[src/rtl/booth_seq_mult.sv]
// Sequential Booth multiplier with start/busy/done handshake and held product.
// Define BOOTH_RADIX4_EN for radix-4 recoding (about half the cycles); default is radix-2.
module booth_seq_mult #(
    parameter int WIDTH = 8
) (
    input  logic                 clk,
    input  logic                 rst,
    input  logic                 start,
    input  logic                 is_signed,
    input  logic [WIDTH-1:0]     mc,
    input  logic [WIDTH-1:0]     mp,
    output logic                 busy,
    output logic                 done,
    output logic [2*WIDTH-1:0]   prd
);

    localparam int QW = WIDTH + 2;
`ifdef BOOTH_RADIX4_EN
    localparam int AW = WIDTH + 3;
    localparam int K  = WIDTH / 2 + 1;
`else
    localparam int AW = WIDTH + 2;
    localparam int K  = WIDTH + 1;
`endif
    localparam logic [5:0] LAST = 6'(K - 1);

    typedef enum logic {S_IDLE, S_RUN} state_t;

    state_t             r_state;
    logic [AW-1:0]      r_a;
    logic [QW-1:0]      r_b;
    logic [QW-1:0]      r_q;
    logic               r_q1;
    logic [5:0]         r_cnt;
    logic               r_busy;
    logic               r_done;
    logic [2*WIDTH-1:0] r_prd;

    logic [AW-1:0]      w_a_add;
    logic [AW-1:0]      w_a_next;
    logic [QW-1:0]      w_q_next;
    logic               w_q1_next;
    logic [2*WIDTH-1:0] w_prd;

`ifdef BOOTH_RADIX4_EN
    logic [AW-1:0]      w_b;
    logic [AW-1:0]      w_b2;

    assign w_b  = {r_b[QW-1], r_b};
    assign w_b2 = {w_b[AW-2:0], 1'b0};

    always_comb begin
        w_a_add = r_a;
        case ({r_q[1:0], r_q1})
            3'b001, 3'b010: w_a_add = r_a + w_b;
            3'b011:         w_a_add = r_a + w_b2;
            3'b100:         w_a_add = r_a - w_b2;
            3'b101, 3'b110: w_a_add = r_a - w_b;
            default:        w_a_add = r_a;
        endcase
        w_a_next  = {{2{w_a_add[AW-1]}}, w_a_add[AW-1:2]};
        w_q_next  = {w_a_add[1:0], r_q[QW-1:2]};
        w_q1_next = r_q[1];
        // W+2 bits shifted out of Q: the product is aligned at bit 0 of {A, Q}
        w_prd     = {w_a_next[WIDTH-3:0], w_q_next};
    end
`else
    always_comb begin
        w_a_add = r_a;
        case ({r_q[0], r_q1})
            2'b01:   w_a_add = r_a + r_b;
            2'b10:   w_a_add = r_a - r_b;
            default: w_a_add = r_a;
        endcase
        w_a_next  = {w_a_add[AW-1], w_a_add[AW-1:1]};
        w_q_next  = {w_a_add[0], r_q[QW-1:1]};
        w_q1_next = r_q[0];
        // Only W+1 of the W+2 Q bits are retired, so the product sits one bit up in {A, Q}
        w_prd     = {w_a_next[WIDTH-2:0], w_q_next[QW-1:1]};
    end
`endif

    always_ff @(posedge clk) begin
        if (rst) begin
            r_state <= S_IDLE;
            r_a     <= '0;
            r_b     <= '0;
            r_q     <= '0;
            r_q1    <= 1'b0;
            r_cnt   <= '0;
            r_busy  <= 1'b0;
            r_done  <= 1'b0;
            r_prd   <= '0;
        end else begin
            r_done <= 1'b0;
            case (r_state)
                S_IDLE: begin
                    if (start) begin
                        r_b     <= {{2{is_signed & mc[WIDTH-1]}}, mc};
                        r_q     <= {{2{is_signed & mp[WIDTH-1]}}, mp};
                        r_a     <= '0;
                        r_q1    <= 1'b0;
                        r_cnt   <= '0;
                        r_busy  <= 1'b1;
                        r_state <= S_RUN;
                    end
                end
                S_RUN: begin
                    r_a   <= w_a_next;
                    r_q   <= w_q_next;
                    r_q1  <= w_q1_next;
                    r_cnt <= r_cnt + 6'd1;
                    if (r_cnt == LAST) begin
                        r_prd   <= w_prd;
                        r_done  <= 1'b1;
                        r_busy  <= 1'b0;
                        r_state <= S_IDLE;
                    end
                end
                default: r_state <= S_IDLE;
            endcase
        end
    end

    assign busy = r_busy;
    assign done = r_done;
    assign prd  = r_prd;

endmodule
[config.mk]
export PLATFORM = sky130hd
export DESIGN_NAME = booth_seq_mult
export DESIGN_NICKNAME = d
export VERILOG_FILES = /design/src/rtl/booth_seq_mult.sv
export SDC_FILE = /design/constraint.sdc
export NUM_CORES = 1
export LEC_CHECK = 0
export BUFFER_PORTS_ARGS = -buffer_cell sky130_fd_sc_hd__buf_4
export CORE_ASPECT_RATIO = 0.7
export CORE_MARGIN = 3
export CORE_UTILIZATION = 41
export DETAILED_ROUTE_END_ITERATION = 6
export HOLD_SLACK_MARGIN = 0.1
export PLACE_DENSITY_LB_ADDON = 0.1
export SLEW_MARGIN = 20
export SYNTH_ARGS = -nofsm -noshare
export SYNTH_HDL_FRONTEND = slang
export SYNTH_SLANG_ARGS = --single-unit
export TNS_END_PERCENT = 5
[constraint.sdc]
create_clock -name clk -period 4.4 [get_ports clk]
set_input_delay 0.88 -clock clk [delete_from_list [all_inputs] [get_ports clk]]
set_output_delay 0.88 -clock clk [all_outputs]
set_load 0.01 [all_outputs]
==> results.md, run 1 <==
* Count of standard-cell rows at 24
* Clock buffers created by TritonCTS at 5
* Height of the die at 74.56 um
* Layout-stage area growth over the synthesis result at 16.09%
* Switching power at 327.3 uW
* Minimum clock period at 2.800 ns
* Sequential fraction of design power at 46.4%
* Levels on crit path at 10
* Final number of setup-violating endpoints at 0
* Final Cycle Share at 63.63%
* Required @ worst endpoint at 4.63 ns
* Sequential cell area at 0.001081 sq mm
* Tightest Hold Check Type: flop to flop
* Layout cells sized above 1 at 14.29%
* Max Fclk at 0.3572 GHz
* TritonCTS clock tree: done
* Number of instances in the synthesized netlist at 345
* Largest clock skew in the final design at 0.004859 ns
* Internal power at 795.7 uW
* Worst supply voltage drop on vdd at 134.0 uV
* RSZ-0062 raised after global routing: no
* Maximum number of pins on one net before global-route repair at 58
* Total negative slack at 0 ns
* Post-route worst setup slack at 1.600 ns
* Area taken by multi-input logic gates at 0.001545 sq mm
* Number of slew-limit violations in the final report at 0
* Number of synthesized register bits at 54
* Total number of yosys warnings at 0
* Final global-route overflow total at 0
* Async SR Flop Fraction at 0%
* Number of buffers added for setup after CTS at 0
* Most Frequent Cell on Critical Path: ha_1
* Via count at 2429
* Worst-path clk slew at 0.10 ns
* Kind of launch point of the worst setup path: flop
* Worst Setup Path Type: flop to flop
* Number of buffers inserted by hold repair at cts at 0
* Number of nets produced by synthesis at 379
* Stage delay of the slowest cell on the critical path at 0.44 ns
* Transition time at the pin with the least slew margin at 0.8504 ns
* Floorplan die area at 0.007749 sq mm
* Depth of the CTS H-tree at 2
* Final #Nets at 404
* Combinational fraction of design power at 21.2%
* Global-route total usage across every layer at 17.82%
* Leakage component of the power at 0.001267 uW
* Start point of the critical path: r_q[0]$_SDFFE_PP0P_
* Number of detailed-routing iterations run before antenna repair at 4
* Total wirelength of the detailed-routed design at 6690 um
* Placed wire-length estimate after detailed placement at 4641 um
* Kind of end point of the critical path: flop
* Clock network power share at 32.4%
* Max stage delay cell, worst path: or4_1
* Top delay family on crit path: adder cells
* Via count of the first global-routing pass at 2155
* Layout filler cell count at 641
* Endpoint of the lowest-slack register-to-register path: r_a[7]$_SDFFE_PP0P_
* Syn avg cell area at 7.979 sq um
* Power per cell area at 351.4 mW/mm^2
* Average vias per placed instance at 5.258
* Average wire length per cell after detail routing at 14.48 um
* Number of antenna violations at the first check in global routing at 0
* Post-synthesis cell type count at 46
* Number of flops mapped to enable cells by yosys at 0
* Skew-Pair Late Insertion Delay at 0.32 ns
* Commonest non-fill, non-tap cell in the layout: dfxtp_1
* Switching Fraction at 29.14%
* Worst setup path endpoint: r_a[7]$_SDFFE_PP0P_
* Worst path arrival time at 3.03 ns
* Final cell utilization of the core at 50.20%
* Post-route DRC at 0
* Max Cap Viol at 0
* Number of inserted diodes at 0
* Outcome: finished, final reports clean
* Count of pins on the block boundary at 38
* CTS Buffer Depth at 2
* Die X-Extent at 103.9 um
* Clock sink total at 54
* Number of buffers added on ports at 37
* Critical path fanouts, max at 10
* Final Hold Fails at 0
* Clock root cell: clkbuf_8
* Starting density of the core at 43.24%
* First-pass GRT wire length at 11100 um
* Reg-to-reg startpoint: r_q[0]$_SDFFE_PP0P_
* Std-Cell Core Area at 0.006366 sq mm
* Top library cells by usage in the layout, fill and taps aside: dfxtp_1 (54), a21oi_1 (47), nor2_1 (46), nand2_1 (46), buf_4 (38)
* Flop2flop setup slack at 1.60 ns
* Remaining max-slew budget at the tightest pin at 43.15%
* Number of cells on the worst reg-to-reg path at 10
* Worst path cell trace: ha_1 -> nor2_1 -> xnor2_1 -> ha_1 -> nor2b_4 -> o31a_1 -> or4_1 -> a21oi_2 -> xor2_1 -> a221oi_1
* Post-CTS Resized at 0
* Critical path buffer and inverter count at 0
* Dominant synthesized flop cell: dfxtp_1
* Initial drt markers at 106
* Final GP Congestion at 0.7723
* Netlist area before placement at 0.002753 sq mm
* Worst-case setup slack after placement at 1.634 ns
* Post-synthesis sequential area ratio at 39.27%
* Detail Route Antenna Nets at 0
## synthesized netlist by cell type (4+ instances only)
| cell type | n | share of area [%] |
|---|---|---|
| a21oi_1 | 47 | 8.5 |
| clkbuf_1 | 16 | 2.2 |
| dfxtp_1 | 54 | 39 |
| ha_1 | 13 | 5.9 |
| inv_1 | 12 | 1.6 |
| mux2i_1 | 12 | 4.4 |
| nand2_1 | 46 | 6.3 |
| nand2b_1 | 6 | 1.4 |
| nand3_1 | 5 | 0.91 |
| nor2_1 | 46 | 6.3 |
| nor3_1 | 13 | 2.4 |
| o211ai_1 | 4 | 1.1 |
| o21ai_0 | 8 | 1.5 |
| xnor2_1 | 10 | 3.2 |
| xor2_1 | 4 | 1.3 |
## final cells by class
class                           count  area share [%]
Clock buffer                        6           2.584
Tap cell                           91           3.563
Multi-Input combinational cell    258           48.36
Inverter                           13           1.527
Clock inverter                      2           1.214
Sequential cell                    54           33.83
Timing Repair Buffer               38           8.927
## routing by layer
layer	track usage [%]	up-vias	share of wire, %	wire (um)
li1	-	1245	-	-
met1	26.19	1133	53	3534
met2	26.49	43	42	2807
met3	3.903	8	4.1	273
met4	4.867	0	1.1	75
met5	0	-	0	0
## metrics by stage
step | cells | hold WS (ns) | power (uW) | cell area, sq um
4_1_cts | 462 | 0.4631 | 1133 | 3196
2_1_floorplan | 345 | 0.4422 | 712.6 | 2753
6_report | 462 | 0.4580 | 1123 | 3196
3_5_place_dp | 454 | 0.4483 | 769.5 | 3074
5_1_grt | 462 | 0.4828 | 1183 | 3196
3_3_place_gp | 454 | 0.4457 | 767.5 | 3074
## how the worst min path moves through the flow
stage / from / to / slack (ns) / cells past startpoint
final: prd[9]$_SDFFE_PP0P_ / prd[9]$_SDFFE_PP0P_ / 0.46 / 2
after global routing: prd[9]$_SDFFE_PP0P_ / prd[9]$_SDFFE_PP0P_ / 0.48 / 2
after CTS: prd[9]$_SDFFE_PP0P_ / prd[9]$_SDFFE_PP0P_ / 0.46 / 2
after detailed placement: prd[9]$_SDFFE_PP0P_ / prd[9]$_SDFFE_PP0P_ / 0.45 / 2
after global placement: prd[2]$_SDFFE_PP0P_ / prd[2]$_SDFFE_PP0P_ / 0.45 / 2
after floorplan: r_q[8]$_SDFFE_PP0P_ / prd[6]$_SDFFE_PP0P_ / 0.44 / 2
## worst register-to-register path, stage by stage, from the launching register on
cell,delay [ns]
dfxtp_1,0.37
ha_1,0.38
nor2_1,0.11
xnor2_1,0.15
ha_1,0.34
nor2b_4,0.15
o31a_1,0.29
or4_1,0.44
a21oi_2,0.17
xor2_1,0.08
a221oi_1,0.23
## flip-flops by register name, summed over array words and instances, names as in the netlist
register	count
busy	1
done	1
prd	16
r_a	9
r_b	9
r_cnt	6
r_q	10
r_q1	1
r_state	1
## power groups by stage
stage / Sequential (uW) / Clock, uW / Combinational, uW
CTS: 521 / 373 / 238
detailed placement: 532 / 0 / 237
floorplan: 528 / 0 / 185
global route: 524 / 392 / 267
finish: 521 / 364 / 238
global placement: 532 / 0 / 235
## cells by family (layout without fill, tap and decap cells)
| family | after synthesis | after routing | share of synthesized area (%) |
|---|---|---|---|
| flops | 54 | 54 | 39.27 |
| fa+ha+maj | 14 | 14 | 6.637 |
| compound gates | 81 | 81 | 17.50 |
| simple gates | 135 | 135 | 22.36 |
| mux | 14 | 14 | 5.182 |
| buf+inv | 33 | 59 | 4.591 |
| xor+xnor | 14 | 14 | 4.454 |
(Power assumes the default switching activity.)
==> run 2, diff against run 1 <==
Settings changed: ABC_AREA set to 1.
Clock period 4.4 ns to 2.8 ns, I/O delays scaled along.
==> run 2 against run 1 <==
  * Utilization is 0.85 points higher
  * Via count rose by 8.9%
  * Critical endpoint is now r_a[6]$_SDFFE_PP0P_
  * Sequential share of layout area is 1.2 points lower
==> results.md, run 2 <==
* Via count at 2645 (was 2429)
* Worst Hold End: prd[7]$_SDFFE_PP0P_ (was prd[9]$_SDFFE_PP0P_)
* Number of instances in the synthesized netlist at 417 (was 345)
* Final GP Congestion at 0.8764 (was 0.7723)
* Dominant synthesized flop cell: dfxtp_1 (unchanged)
* Fraction of post-synthesis cell area in the top cell type by area at 37.94% (was 39.27%)
* Most Frequent Cell on Critical Path: nand2_1 (was ha_1)
* Amount of wire on met2 after detailed routing at 2993 um (was 2807 um)
* Worst Setup Path Type: flop to flop (unchanged)
* Worst supply voltage drop on vdd at 257.7 uV (was 134.0 uV)
* Kind of launch point of the worst setup path: flop (unchanged)
* Largest clock skew in the final design at 0.008825 ns (was 0.004859 ns)
* CTS Buffer Depth at 2 (unchanged)
* Die X-Extent at 105.6 um (was 103.9 um)
* Levels on crit path at 15 (was 10)
* Internal power at 1203 uW (was 795.7 uW)
* Number of buffers added on ports at 37 (unchanged)
* Area contributors post-synth: dfxtp_1 (38%), nand2_1 (14%), inv_1 (8.8%) (was dfxtp_1 (39%), a21oi_1 (8.5%), nand2_1 (6.3%))
* Post-synthesis sequential area ratio at 37.94% (was 39.27%)
* Post-synthesis cell type count at 31 (was 46)
* Layout cells sized above 1 at 13.11% (was 14.29%)
* Number of flops mapped to enable cells by yosys at 0 (unchanged)
* Via count of the first global-routing pass at 2477 (was 2155)
* Number of cells on the worst reg-to-reg path at 15 (was 10)
* Switching power at 521.5 uW (was 327.3 uW)
* Top delay family on crit path: adder cells (unchanged)
* Floorplan die area at 0.008001 sq mm (was 0.007749 sq mm)
* Clock sink total at 54 (unchanged)
* Average vias per placed instance at 4.889 (was 5.258)
* Worst path arrival time at 2.70 ns (was 3.03 ns)
* Clock network power share at 30.3% (was 32.4%)
* Final #Nets at 483 (was 404)
* Most common cell in the netlist: nand2_1 (was dfxtp_1)
* Number of flip-flops in the largest register at 16 (unchanged)
* Post-DP Area at 0.003188 sq mm (was 0.003074 sq mm)
* Max Fclk at 0.4069 GHz (was 0.3572 GHz)
* Number of synthesized register bits at 54 (unchanged)
* Clock buffers created by TritonCTS at 5 (unchanged)
* Outcome: finished, final reports clean (unchanged)
* Count of pins on the block boundary at 38 (unchanged)
* Area leader, netlist: dfxtp_1 (unchanged)
* Transition time at the pin with the least slew margin at 0.5754 ns (was 0.8504 ns)
* Switching Fraction at 30.24% (was 29.14%)
* First-pass GRT wire length at 12280 um (was 11100 um)
* Critical path fanouts, max at 10 (unchanged)
* Average wire length per cell after detail routing at 13.41 um (was 14.48 um)
* Total negative slack at 0 ns (unchanged)
* Final cell utilization of the core at 51.04% (was 50.20%)
* Remaining max-slew budget at the tightest pin at 61.50% (was 43.15%)
* RSZ-0062 raised after global routing: no (unchanged)
* Netlist area before placement at 0.002849 sq mm (was 0.002753 sq mm)
* Commonest non-fill, non-tap cell in the layout: nand2_1 (was dfxtp_1)
* Count of standard-cell rows at 24 (unchanged)
* Top routing layer in use: met4 (unchanged)
* Number of nets produced by synthesis at 451 (was 379)
* Total wirelength of the detailed-routed design at 7255 um (was 6690 um)
* Skew-Pair Late Insertion Delay at 0.31 ns (was 0.32 ns)
* Number of inserted diodes at 0 (unchanged)
* Sequential fraction of design power at 47.1% (was 46.4%)
* Final Hold Fails at 0 (unchanged)
* Starting density of the core at 43.92% (was 43.24%)
* Depth of the CTS H-tree at 2 (unchanged)
* Combinational fraction of design power at 22.7% (was 21.2%)
* Height of the die at 75.75 um (was 74.56 um)
* Sum of routed wire segments on met1 at 3886 um (was 3534 um)
* Max stage delay cell, worst path: dfxtp_1 (was or4_1)
* Detail Route Antenna Nets at 0 (unchanged)
* Source of the worst hold timing path: prd[7]$_SDFFE_PP0P_ (was prd[9]$_SDFFE_PP0P_)
* Leakage component of the power at 0.001582 uW (was 0.001267 uW)
* Post-route DRC at 0 (unchanged)
* Placed wire-length estimate after detailed placement at 5466 um (was 4641 um)
* Total number of yosys warnings at 0 (unchanged)
* Layout-stage area growth over the synthesis result at 16.21% (was 16.09%)
* Final global-route overflow total at 0 (unchanged)
* Number of detailed-routing iterations run before antenna repair at 4 (unchanged)
* Global-route total usage across every layer at 19.30% (was 17.82%)
* Minimum clock period at 2.458 ns (was 2.800 ns)
* Flop2flop setup slack at 0.34 ns (was 1.60 ns)
* Initial drt markers at 102 (was 106)
* Maximum number of pins on one net before global-route repair at 36 (was 58)
* Worst-path clk slew at 0.10 ns (about the same)
* Max Cap Viol at 0 (unchanged)
* Std-Cell Core Area at 0.006486 sq mm (was 0.006366 sq mm)
* Async SR Flop Fraction at 0% (unchanged)
* Endpoint of the lowest-slack register-to-register path: r_a[6]$_SDFFE_PP0P_ (was r_a[7]$_SDFFE_PP0P_)
* Reg-to-reg startpoint: r_q[0]$_SDFFE_PP0P_ (unchanged)
* Stage delay of the slowest cell on the critical path at 0.38 ns (was 0.44 ns)
* Worst path cell trace: ha_1 -> inv_1 -> o21ai_0 -> xor2_1 -> inv_1 -> ha_1 -> nand2_1 -> inv_1 -> a21oi_1 -> nand2_1 -> nand2_1 -> nand3_1 -> nand2_1 -> nand2_1 -> a21oi_1 (was ha_1 -> nor2_1 -> xnor2_1 -> ha_1 -> nor2b_4 -> o31a_1 -> or4_1 -> a21oi_2 -> xor2_1 -> a221oi_1)
* Final instance area at 0.003311 sq mm (was 0.003196 sq mm)
* Top library cells by usage in the layout, fill and taps aside: nand2_1 (106), inv_1 (67), dfxtp_1 (54) (was dfxtp_1 (54), a21oi_1 (47), nor2_1 (46), nand2_1 (46), buf_4 (38))
* Required @ worst endpoint at 3.04 ns (was 4.63 ns)
* Kind of end point of the critical path: flop (unchanged)
* Number of antenna violations at the first check in global routing at 0 (unchanged)
* Critical path buffer and inverter count at 3 (was 0)
* Final Cycle Share at 87.78% (was 63.63%)
* TritonCTS clock tree: done (unchanged)
* Syn avg cell area at 6.832 sq um (was 7.979 sq um)
* Cells on Worst Hold Path at 2 (unchanged)
* Power per cell area at 520.9 mW/mm^2 (was 351.4 mW/mm^2)
* Leading cell types by count after synthesis: nand2_1 (106), inv_1 (67), dfxtp_1 (54), nand3_1 (36), a21oi_1 (28) (was dfxtp_1 (54), a21oi_1 (47), nand2_1 (46), nor2_1 (46), clkbuf_1 (16))
* Final number of setup-violating endpoints at 0 (unchanged)
* Detailed-routed wire length on met3 at 330 um (was 273 um)
* Number of slew-limit violations in the final report at 0 (unchanged)
* Tightest Hold Check Type: flop to flop (unchanged)
* Clock root cell: clkbuf_8 (unchanged)
## run 2: kinds of logic (layout without fill, tap and decap cells)
logic type               count (synthesis)  count (layout)  share of synthesized area, %
adder cells (fa/ha/maj)                 14              14                         6.412
buffers and inverters                   86             119                         11.99
XOR/XNOR                                 7               7                         2.152
AO/OA/AOI/OAI                           73              73                         14.58
AND/OR/NAND/NOR                        183             183                         26.92
flip-flops                              54              54                         37.94
## run 2: worst max-delay path by stage
stage,start,endpoint,slack (ns)
floorplan,r_b[0]$_SDFFE_PP0P_,r_a[6]$_SDFFE_PP0P_,0.62
global placement,r_b[1]$_SDFFE_PP0P_,r_a[8]$_SDFFE_PP0P_,0.39
detailed placement,r_b[1]$_SDFFE_PP0P_,r_a[6]$_SDFFE_PP0P_,0.33
CTS,r_b[1]$_SDFFE_PP0P_,r_a[6]$_SDFFE_PP0P_,0.31
global route,r_b[1]$_SDFFE_PP0P_,r_a[8]$_SDFFE_PP0P_,0.05
finish,r_q[0]$_SDFFE_PP0P_,r_a[6]$_SDFFE_PP0P_,0.34
## run 2: repair_timing
item                                    4_1_cts  5_1_grt
resized for setup                             0        1
endpoints found under the setup margin        0        2
buffers inserted                              0        0
hold buffers                                  0        0
## run 2: power groups by stage
| stage | Sequential (uW) | Combinational (uW) | Clock (uW) |
|---|---|---|---|
| 2_1_floorplan | 825 | 283 | 0 |
| 5_1_grt | 816 | 452 | 573 |
| 3_5_place_dp | 830 | 381 | 0 |
| 3_3_place_gp | 829 | 377 | 0 |
| 4_1_cts | 812 | 383 | 539 |
| 6_report | 812 | 391 | 522 |
## run 2: metrics by stage
step	power [uW]	hold WS, ns	setup slack [ns]	std cells
CTS	1733	0.4763	0.3101	541
global placement	1205	0.4514	0.3877	533
detailed placement	1211	0.4549	0.3300	533
global route	1841	0.5039	0.05248	541
finish	1724	0.4760	0.3422	541
floorplan	1109	0.4371	0.6166	417
## run 2: area by class of cell
class	instances	area, sq um
fill	687	3176
multi-input combinational	277	1439
sequential	54	1081
timing repair buffer	40	300.3
inverter	71	266.5
tap	91	113.9
clock buffer	6	72.57
clock inverter	2	37.54
## run 2: worst min-delay path, delay by kind of cell, from the launching register on
family,cells,cell delay [ns]
flops,1,0.32
simple gates,2,0.12
## run 2: routing by layer
| metal | vias to the layer above | GRT usage, % |
|---|---|---|
| met5 | - | 0 |
| met3 | 6 | 3.387 |
| li1 | 1387 | - |
| met4 | 0 | 3.448 |
| met2 | 57 | 30.86 |
| met1 | 1195 | 27.88 |
